[src/rtl/hs_perf_monitor.sv]
// Per-channel HLS handshake performance monitor. Tracks ap_start/ap_done/ap_continue
// on each channel and accumulates saturating invocation, latency, stall and iteration statistics.
module hs_perf_monitor #(
    parameter int NUM_CH = 4,
    parameter int CNT_W  = 32,
    parameter int CH_W   = 4
) (
    input  logic              ap_clk,
    input  logic              ap_rst_n,
    input  logic [NUM_CH-1:0] ch_start,
    input  logic [NUM_CH-1:0] ch_ready,
    input  logic [NUM_CH-1:0] ch_done,
    input  logic [NUM_CH-1:0] ch_continue,
    input  logic [NUM_CH-1:0] ch_iter,
    input  logic [NUM_CH-1:0] ch_stall,
    input  logic              clr,
    input  logic              freeze,
    input  logic              rd_en,
    input  logic [CH_W-1:0]   rd_ch,
    input  logic [2:0]        rd_sel,
    output logic              rd_valid,
    output logic [CNT_W-1:0]  rd_data,
    output logic              any_sat
);

    typedef enum logic [1:0] {
        ST_IDLE      = 2'd0,
        ST_RUN       = 2'd1,
        ST_WAIT_CONT = 2'd2
    } state_t;

    localparam logic [CNT_W-1:0] CNT_MAX  = {CNT_W{1'b1}};
    localparam logic [CNT_W-1:0] CNT_ZERO = {CNT_W{1'b0}};
    localparam logic [CNT_W-1:0] CNT_ONE  = {{(CNT_W-1){1'b0}}, 1'b1};

    // Returns {blocked, next}: increments when en, holding at all-ones; blocked marks a lost step.
    function automatic logic [CNT_W:0] sat_step(input logic en, input logic [CNT_W-1:0] v);
        logic [CNT_W:0] r;
        if (!en) begin
            r = {1'b0, v};
        end else if (v == CNT_MAX) begin
            r = {1'b1, v};
        end else begin
            r = {1'b0, v + CNT_ONE};
        end
        return r;
    endfunction

    state_t           state_q [NUM_CH];
    state_t           state_d [NUM_CH];
    logic [CNT_W-1:0] lat_q   [NUM_CH];
    logic [CNT_W-1:0] lat_d   [NUM_CH];
    logic [CNT_W-1:0] inv_q   [NUM_CH];
    logic [CNT_W-1:0] inv_d   [NUM_CH];
    logic [CNT_W-1:0] last_q  [NUM_CH];
    logic [CNT_W-1:0] last_d  [NUM_CH];
    logic [CNT_W-1:0] min_q   [NUM_CH];
    logic [CNT_W-1:0] min_d   [NUM_CH];
    logic [CNT_W-1:0] max_q   [NUM_CH];
    logic [CNT_W-1:0] max_d   [NUM_CH];
    logic [CNT_W-1:0] act_q   [NUM_CH];
    logic [CNT_W-1:0] act_d   [NUM_CH];
    logic [CNT_W-1:0] stl_q   [NUM_CH];
    logic [CNT_W-1:0] stl_d   [NUM_CH];
    logic [CNT_W-1:0] itr_q   [NUM_CH];
    logic [CNT_W-1:0] itr_d   [NUM_CH];
    logic [NUM_CH-1:0] sat_q, sat_d;
    logic             any_sat_q, any_sat_d;
    logic             rd_valid_q, rd_valid_d;
    logic [CNT_W-1:0] rd_data_q, rd_data_d;

    logic [NUM_CH-1:0] cap_s, lat_ovf_s;
    logic [NUM_CH-1:0] inv_ovf_s, act_ovf_s, stl_ovf_s, itr_ovf_s;
    logic [CNT_W-1:0]  cap_val_s [NUM_CH];
    logic [CNT_W-1:0]  inv_inc_s [NUM_CH];
    logic [CNT_W-1:0]  act_inc_s [NUM_CH];
    logic [CNT_W-1:0]  stl_inc_s [NUM_CH];
    logic [CNT_W-1:0]  itr_inc_s [NUM_CH];
    logic [CNT_W-1:0]  sel_word_s [NUM_CH];
    logic [CNT_W-1:0]  rd_word_s;

    // Handshake FSM and running latency; keeps tracking through freeze and clr
    always_comb begin
        for (int c = 0; c < NUM_CH; c++) begin
            state_d[c]   = state_q[c];
            lat_d[c]     = lat_q[c];
            cap_s[c]     = 1'b0;
            cap_val_s[c] = CNT_ONE;
            lat_ovf_s[c] = 1'b0;
            case (state_q[c])
                ST_IDLE: begin
                    if (ch_start[c]) begin
                        lat_d[c] = CNT_ONE;
                        cap_s[c] = ch_done[c];
                        if (ch_done[c]) begin
                            state_d[c] = ch_continue[c] ? ST_IDLE : ST_WAIT_CONT;
                        end else begin
                            state_d[c] = ST_RUN;
                        end
                    end else begin
                        state_d[c] = ST_IDLE;
                    end
                end
                ST_RUN: begin
                    {lat_ovf_s[c], lat_d[c]} = sat_step(1'b1, lat_q[c]);
                    cap_val_s[c] = lat_d[c];
                    cap_s[c]     = ch_done[c];
                    if (ch_done[c]) begin
                        state_d[c] = ch_continue[c] ? ST_IDLE : ST_WAIT_CONT;
                    end else begin
                        state_d[c] = ST_RUN;
                    end
                end
                ST_WAIT_CONT: begin
                    state_d[c] = (ch_done[c] && ch_continue[c]) ? ST_IDLE : ST_WAIT_CONT;
                end
                default: begin
                    state_d[c] = ST_IDLE;
                end
            endcase
        end
    end

    // Statistics update: clr beats every same-cycle event, freeze holds everything
    always_comb begin
        any_sat_d = |sat_q;
        sat_d     = sat_q;
        for (int c = 0; c < NUM_CH; c++) begin
            {inv_ovf_s[c], inv_inc_s[c]} = sat_step(cap_s[c], inv_q[c]);
            {act_ovf_s[c], act_inc_s[c]} = sat_step((state_q[c] != ST_IDLE) || ch_start[c], act_q[c]);
            {stl_ovf_s[c], stl_inc_s[c]} = sat_step(ch_stall[c] && (state_q[c] == ST_RUN), stl_q[c]);
            {itr_ovf_s[c], itr_inc_s[c]} = sat_step(ch_iter[c], itr_q[c]);
            if (clr) begin
                inv_d[c]  = CNT_ZERO;
                last_d[c] = CNT_ZERO;
                min_d[c]  = CNT_MAX;
                max_d[c]  = CNT_ZERO;
                act_d[c]  = CNT_ZERO;
                stl_d[c]  = CNT_ZERO;
                itr_d[c]  = CNT_ZERO;
                sat_d[c]  = 1'b0;
            end else if (freeze) begin
                inv_d[c]  = inv_q[c];
                last_d[c] = last_q[c];
                min_d[c]  = min_q[c];
                max_d[c]  = max_q[c];
                act_d[c]  = act_q[c];
                stl_d[c]  = stl_q[c];
                itr_d[c]  = itr_q[c];
                sat_d[c]  = sat_q[c];
            end else begin
                inv_d[c]  = inv_inc_s[c];
                last_d[c] = cap_s[c] ? cap_val_s[c] : last_q[c];
                min_d[c]  = (cap_s[c] && (cap_val_s[c] < min_q[c])) ? cap_val_s[c] : min_q[c];
                max_d[c]  = (cap_s[c] && (cap_val_s[c] > max_q[c])) ? cap_val_s[c] : max_q[c];
                act_d[c]  = act_inc_s[c];
                stl_d[c]  = stl_inc_s[c];
                itr_d[c]  = itr_inc_s[c];
                sat_d[c]  = sat_q[c] | inv_ovf_s[c] | act_ovf_s[c] | stl_ovf_s[c]
                          | itr_ovf_s[c] | lat_ovf_s[c];
            end
        end
    end

    // Read mux over pre-update values; unmatched channel numbers leave the word at zero
    always_comb begin
        rd_word_s = CNT_ZERO;
        for (int c = 0; c < NUM_CH; c++) begin
            case (rd_sel)
                3'd0:    sel_word_s[c] = inv_q[c];
                3'd1:    sel_word_s[c] = last_q[c];
                3'd2:    sel_word_s[c] = min_q[c];
                3'd3:    sel_word_s[c] = max_q[c];
                3'd4:    sel_word_s[c] = act_q[c];
                3'd5:    sel_word_s[c] = stl_q[c];
                3'd6:    sel_word_s[c] = itr_q[c];
                3'd7:    sel_word_s[c] = {{(CNT_W-4){1'b0}}, ch_ready[c], sat_q[c], state_q[c]};
                default: sel_word_s[c] = CNT_ZERO;
            endcase
            rd_word_s = (rd_ch == CH_W'(c)) ? sel_word_s[c] : rd_word_s;
        end
        rd_valid_d = rd_en;
        rd_data_d  = rd_en ? rd_word_s : rd_data_q;
    end

    // State registers with synchronous active-low reset
    always_ff @(posedge ap_clk) begin
        if (!ap_rst_n) begin
            for (int c = 0; c < NUM_CH; c++) begin
                state_q[c] <= ST_IDLE;
                lat_q[c]   <= CNT_ZERO;
                inv_q[c]   <= CNT_ZERO;
                last_q[c]  <= CNT_ZERO;
                min_q[c]   <= CNT_MAX;
                max_q[c]   <= CNT_ZERO;
                act_q[c]   <= CNT_ZERO;
                stl_q[c]   <= CNT_ZERO;
                itr_q[c]   <= CNT_ZERO;
            end
            sat_q      <= {NUM_CH{1'b0}};
            any_sat_q  <= 1'b0;
            rd_valid_q <= 1'b0;
            rd_data_q  <= CNT_ZERO;
        end else begin
            for (int c = 0; c < NUM_CH; c++) begin
                state_q[c] <= state_d[c];
                lat_q[c]   <= lat_d[c];
                inv_q[c]   <= inv_d[c];
                last_q[c]  <= last_d[c];
                min_q[c]   <= min_d[c];
                max_q[c]   <= max_d[c];
                act_q[c]   <= act_d[c];
                stl_q[c]   <= stl_d[c];
                itr_q[c]   <= itr_d[c];
            end
            sat_q      <= sat_d;
            any_sat_q  <= any_sat_d;
            rd_valid_q <= rd_valid_d;
            rd_data_q  <= rd_data_d;
        end
    end

    assign rd_valid = rd_valid_q;
    assign rd_data  = rd_data_q;
    assign any_sat  = any_sat_q;

endmodule

[config.mk]
export PLATFORM = sky130hd
export DESIGN_NAME = hs_perf_monitor
export DESIGN_NICKNAME = d
export VERILOG_FILES = /design/src/rtl/hs_perf_monitor.sv
export SDC_FILE = /design/constraint.sdc
export NUM_CORES = 2
export LEC_CHECK = 0
export ABC_AREA = 0
export CORE_MARGIN = 2
export CORE_UTILIZATION = 55
export CTS_CLUSTER_SIZE = 40
export DETAILED_ROUTE_END_ITERATION = 8
export PLACE_DENSITY = 0.71
export SYNTH_ARGS = -nofsm -noshare
export SYNTH_HDL_FRONTEND = slang
export SYNTH_SLANG_ARGS = --single-unit
[constraint.sdc]
create_clock -name ap_clk -period 10.4 [get_ports ap_clk]
set_clock_uncertainty 0.15 [all_clocks]
set_input_delay 2.08 -clock ap_clk [delete_from_list [all_inputs] [get_ports ap_clk]]
set_output_delay 2.08 -clock ap_clk [all_outputs]
set_load 0.05 [all_outputs]
==> out/qor.csv <==
stage;metric;value;unit
sta;timing.final.crit_share;56.01;%
worst_setup_path;crit_start;lat_q[1][17];
floorplan;num_rows;119;
yosys;syn_avg_cell_area;7.855;µm²
yosys;ys_ff_latch;1070;
clock_network;ctsHoldBuffers;0;
pwr;p_int;6.915;mW
placed_design;dp_cells;8541;
pwr;power.share.sequential;45.3;%
drt;drc;0;
clock_network;cts_buffer_depth;3;
pwr;swShare;24.80;%
placed_design;dpl_cell_area;0.06003;mm²
yosys;yosys.area_share.simple;23.87;%
pwr;vdd_drop_max;0.1725;mV
floorplan;core;0.1053;mm²
yosys;synth_top_area_share;36.67;%
drt;wire_per_inst;23.32;µm
yosys;synth-xor-area-share;7.723;%
sta;clock.fmax;171.7;MHz
final_layout;layout_commonest_cell;dfxtp_1;
clock_network;clkSinkCount;1070;
clock_network;cts_made_buffers;117;
clock_network;ctsRootBufferMaster;clkbuf_16;
sta;worst_slew_pin_slew;1292;ps
grt;grt_max_degree;215;
floorplan;initial_utilization;55.48;%
yosys;synth_cell_types;86;
pwr;leakagePower;22.51;nW
final_layout;instances_no_fill;8757;
floorplan;die_h;329.9;µm
placed_design;pre_cts_slack;4352;ps
yosys;syn_area;0.05841;mm²
yosys;synth_edf_count;0;
yosys;synth_mux_area_share;0.7134;%
clock_network;cts-htree-levels;3;
sta;final-setup-viol-count;0;
clock_network;clk_latency;740;ps
pwr;pwr_density_cell;143.4;mW/mm²
worst_setup_path;critPathCaptureType;flip-flop;
clock_network;post_cts_resized;0;
drt;viasPerCell;6.441;
clock_network;postCtsSetupBuffers;0;
sta;maxSlewViolCount;0;
run;maxCapViolations;0;
sta;rsz0062_at_grt;false;
final_layout;nets;7577;
final_layout;final_area;0.06411;mm²
sta;holdWs;303.2;ps
placed_design;dpl.hpwl;146.8;mm
floorplan;pin_count;70;
sta;period_needed;5825;ps
yosys;synth_compound_area_share;19.58;%
clock_network;clkTransAtPathRegs;60;ps
final_layout;nFillCells;9447;
worst_setup_path;cpPeakStageDelay;820;ps
worst_setup_path;critPathKind;reg -> reg;
worst_setup_path;crit_family;simple AND/OR/NAND/NOR gates;
worst_setup_path;critical_path.cell_chain;and4_1 > nand4_1 > o2111ai_1 > nor3_1 > xnor2_1 > nor2_1 > ha_1 > nand2_1 > nor3_1 > nand3_1 > a21oi_1 > o32ai_1 > a21oi_4 > buf_4 > nand3_1 > o31ai_1;
final_layout;postLayoutCoreUtil;60.90;%
yosys;synth_seq_area_share;36.67;%
worst_setup_path;worst-path-buf-inv;1;
run_status;status;finished, final reports clean;
yosys;yosys_most_used_dff;dfxtp_1;
grt;antenna_found_initial;8;
yosys;synth_top_family_by_area;simple AND/OR/NAND/NOR gates;
sta;setup_tns;0;ps
grt;grt_overflow;0;
worst_setup_path;arrival;6300;ps
grt;first_global_vias;50619;
yosys;yosysWarnings;0;
worst_setup_path;critical_path_peak_fanout;38;
placed_design;portBuffers;69;
drt;ant_nets;0;
yosys;synth_cells;7436;
yosys;yosys-top-cells-area;dfxtp_1 (37%), ha_1 (5.8%), a21oi_1 (5.4%), xor2_1 (4.8%), nor2_1 (4.7%);
yosys;synthAdderAreaFrac;5.827;%
final_layout;drive_above_1_share;4.904;%
sta;fin_ws;4575;ps
worst_setup_path;cp_data_required_time;10880;ps
worst_setup_path;critPathLaunchType;flip-flop;
grt;track_usage;36.41;%
drt;dr.first_iter.drc_count;7417;
grt;grt_pass1_wl;308.4;mm
pwr;p_comb_share;6.5;%
floorplan;die_w;329.9;µm
final_layout;mostFrequentLayoutCells;dfxtp_1 (1070), nor2_1 (727), a21oi_1 (623), nand2_1 (599), nand3_1 (460);
min_path;hold_path.class;reg -> reg;
drt;firstDrtPassIters;6;
drt;drt_wl_total;204.2;mm
floorplan;dieArea;0.1088;mm²
pwr;clkPwrFrac;48.2;%
clock_network;cts_tree;built;
yosys;synthArstFlopShare;0;%
worst_setup_path;rr_startpoint;lat_q[1][17];
pwr;finalPower;9.195;mW
sta;hold_viol;0;
drt;via_count;56405;
worst_setup_path;critPathSlowestCell;o2111ai_1;
final_layout;area_growth_syn_to_layout;9.760;%
yosys;synth_fp_nets;7744;
min_path;min_from;last_q[3][30];
pwr;p_switching;2.280;mW
sta;max_slew_margin;13.87;%
yosys;synth_top_area_cell;dfxtp_1;
placed_design;gp_congestion;0.9745;
path summary, 6_finish.rpt:
| kind | to | slack, ps | cells past startpoint |
|---|---|---|---|
| worst max-delay path | max_q[1][26] | 4580 | 16 |
| worst min-delay path | last_q[3][30] | 300 | 2 |
| worst max register to register | max_q[1][26] | 4580 | 16 |
| worst min register to register | last_q[3][30] | 300 | 2 |
sequential cells by signal, summed over array words and instances, names as in the netlist:
name      flops
rd_valid      1
lat_q       128
state_q       8
max_q       128
last_q      128
stl_q       128
act_q       128
itr_q       128
sat_q         4
rd_data      32
inv_q       128
min_q       128
any_sat       1
routing by layer:
metal | track usage [%] | share of wire (%) | up-vias
li1 | - | - | 26205
met4 | 16.76 | 5.1 | 10
met3 | 7.326 | 10 | 501
met1 | 50.24 | 42 | 26892
met5 | 0 | 0.034 | -
met2 | 54.69 | 43 | 2797
cell families (layout without fill, tap and decap cells):
group                      after synthesis  in the layout
and+or+nand+nor                       2840           2840
AOI/OAI and AO/OA                     1837           1837
DFF                                   1070           1070
buffers and inverters                  863            789
xor gates and xnor gates               515            515
adders and majority gates              272            272
muxes                                   39             39
other                                    0              4
final cells by class:
cell class | count | area (µm²) | share of cell area, %
Clock inverter | 45 | 645.6 | 1.007
Sequential cell | 1070 | 21420 | 33.41
Antenna cell | 4 | 10.01 | 0.01561
Tap cell | 1391 | 1740 | 2.715
Inverter | 420 | 1577 | 2.459
Timing Repair Buffer | 157 | 1410 | 2.200
Clock buffer | 167 | 3418 | 5.332
Multi-Input combinational cell | 5503 | 33890 | 52.86
synth_stat cells (94+ instances only):
| library cell | count |
|---|---|
| nor3_1 | 219 |
| inv_1 | 420 |
| a21oi_1 | 626 |
| a221oi_1 | 109 |
| xor2_1 | 323 |
| dfxtp_1 | 1070 |
| nor2b_1 | 121 |
| clkbuf_1 | 375 |
| a31oi_1 | 119 |
| or3_1 | 94 |
| and3_1 | 107 |
| ha_1 | 272 |
| xnor2_1 | 192 |
| nor2_1 | 734 |
| nand3_1 | 460 |
| nand4_1 | 219 |
| o21ai_0 | 397 |
| o31ai_1 | 128 |
| nand2_1 | 600 |
worst register-to-register path, stage by stage (launching register included):
cell and delay, ps:
dfxtp_1 390, and4_1 390, nand4_1 370, o2111ai_1 820, nor3_1 130, xnor2_1 160, nor2_1 480, ha_1 260
nand2_1 50, nor3_1 370, nand3_1 380, a21oi_1 230, o32ai_1 150, a21oi_4 600, buf_4 500, nand3_1 160
o31ai_1 110
power by group through the flow:
stage | clock network [mW] | registers (mW) | logic, mW
6_report | 4.43 | 4.17 | 0.602
5_1_grt | 4.60 | 4.16 | 0.632
4_1_cts | 4.45 | 4.16 | 0.584
3_5_place_dp | 0 | 4.25 | 0.582
3_3_place_gp | 0 | 4.25 | 0.579
2_1_floorplan | 0 | 4.25 | 0.342
No activity file was read; power rests on OpenSTA's default activity.
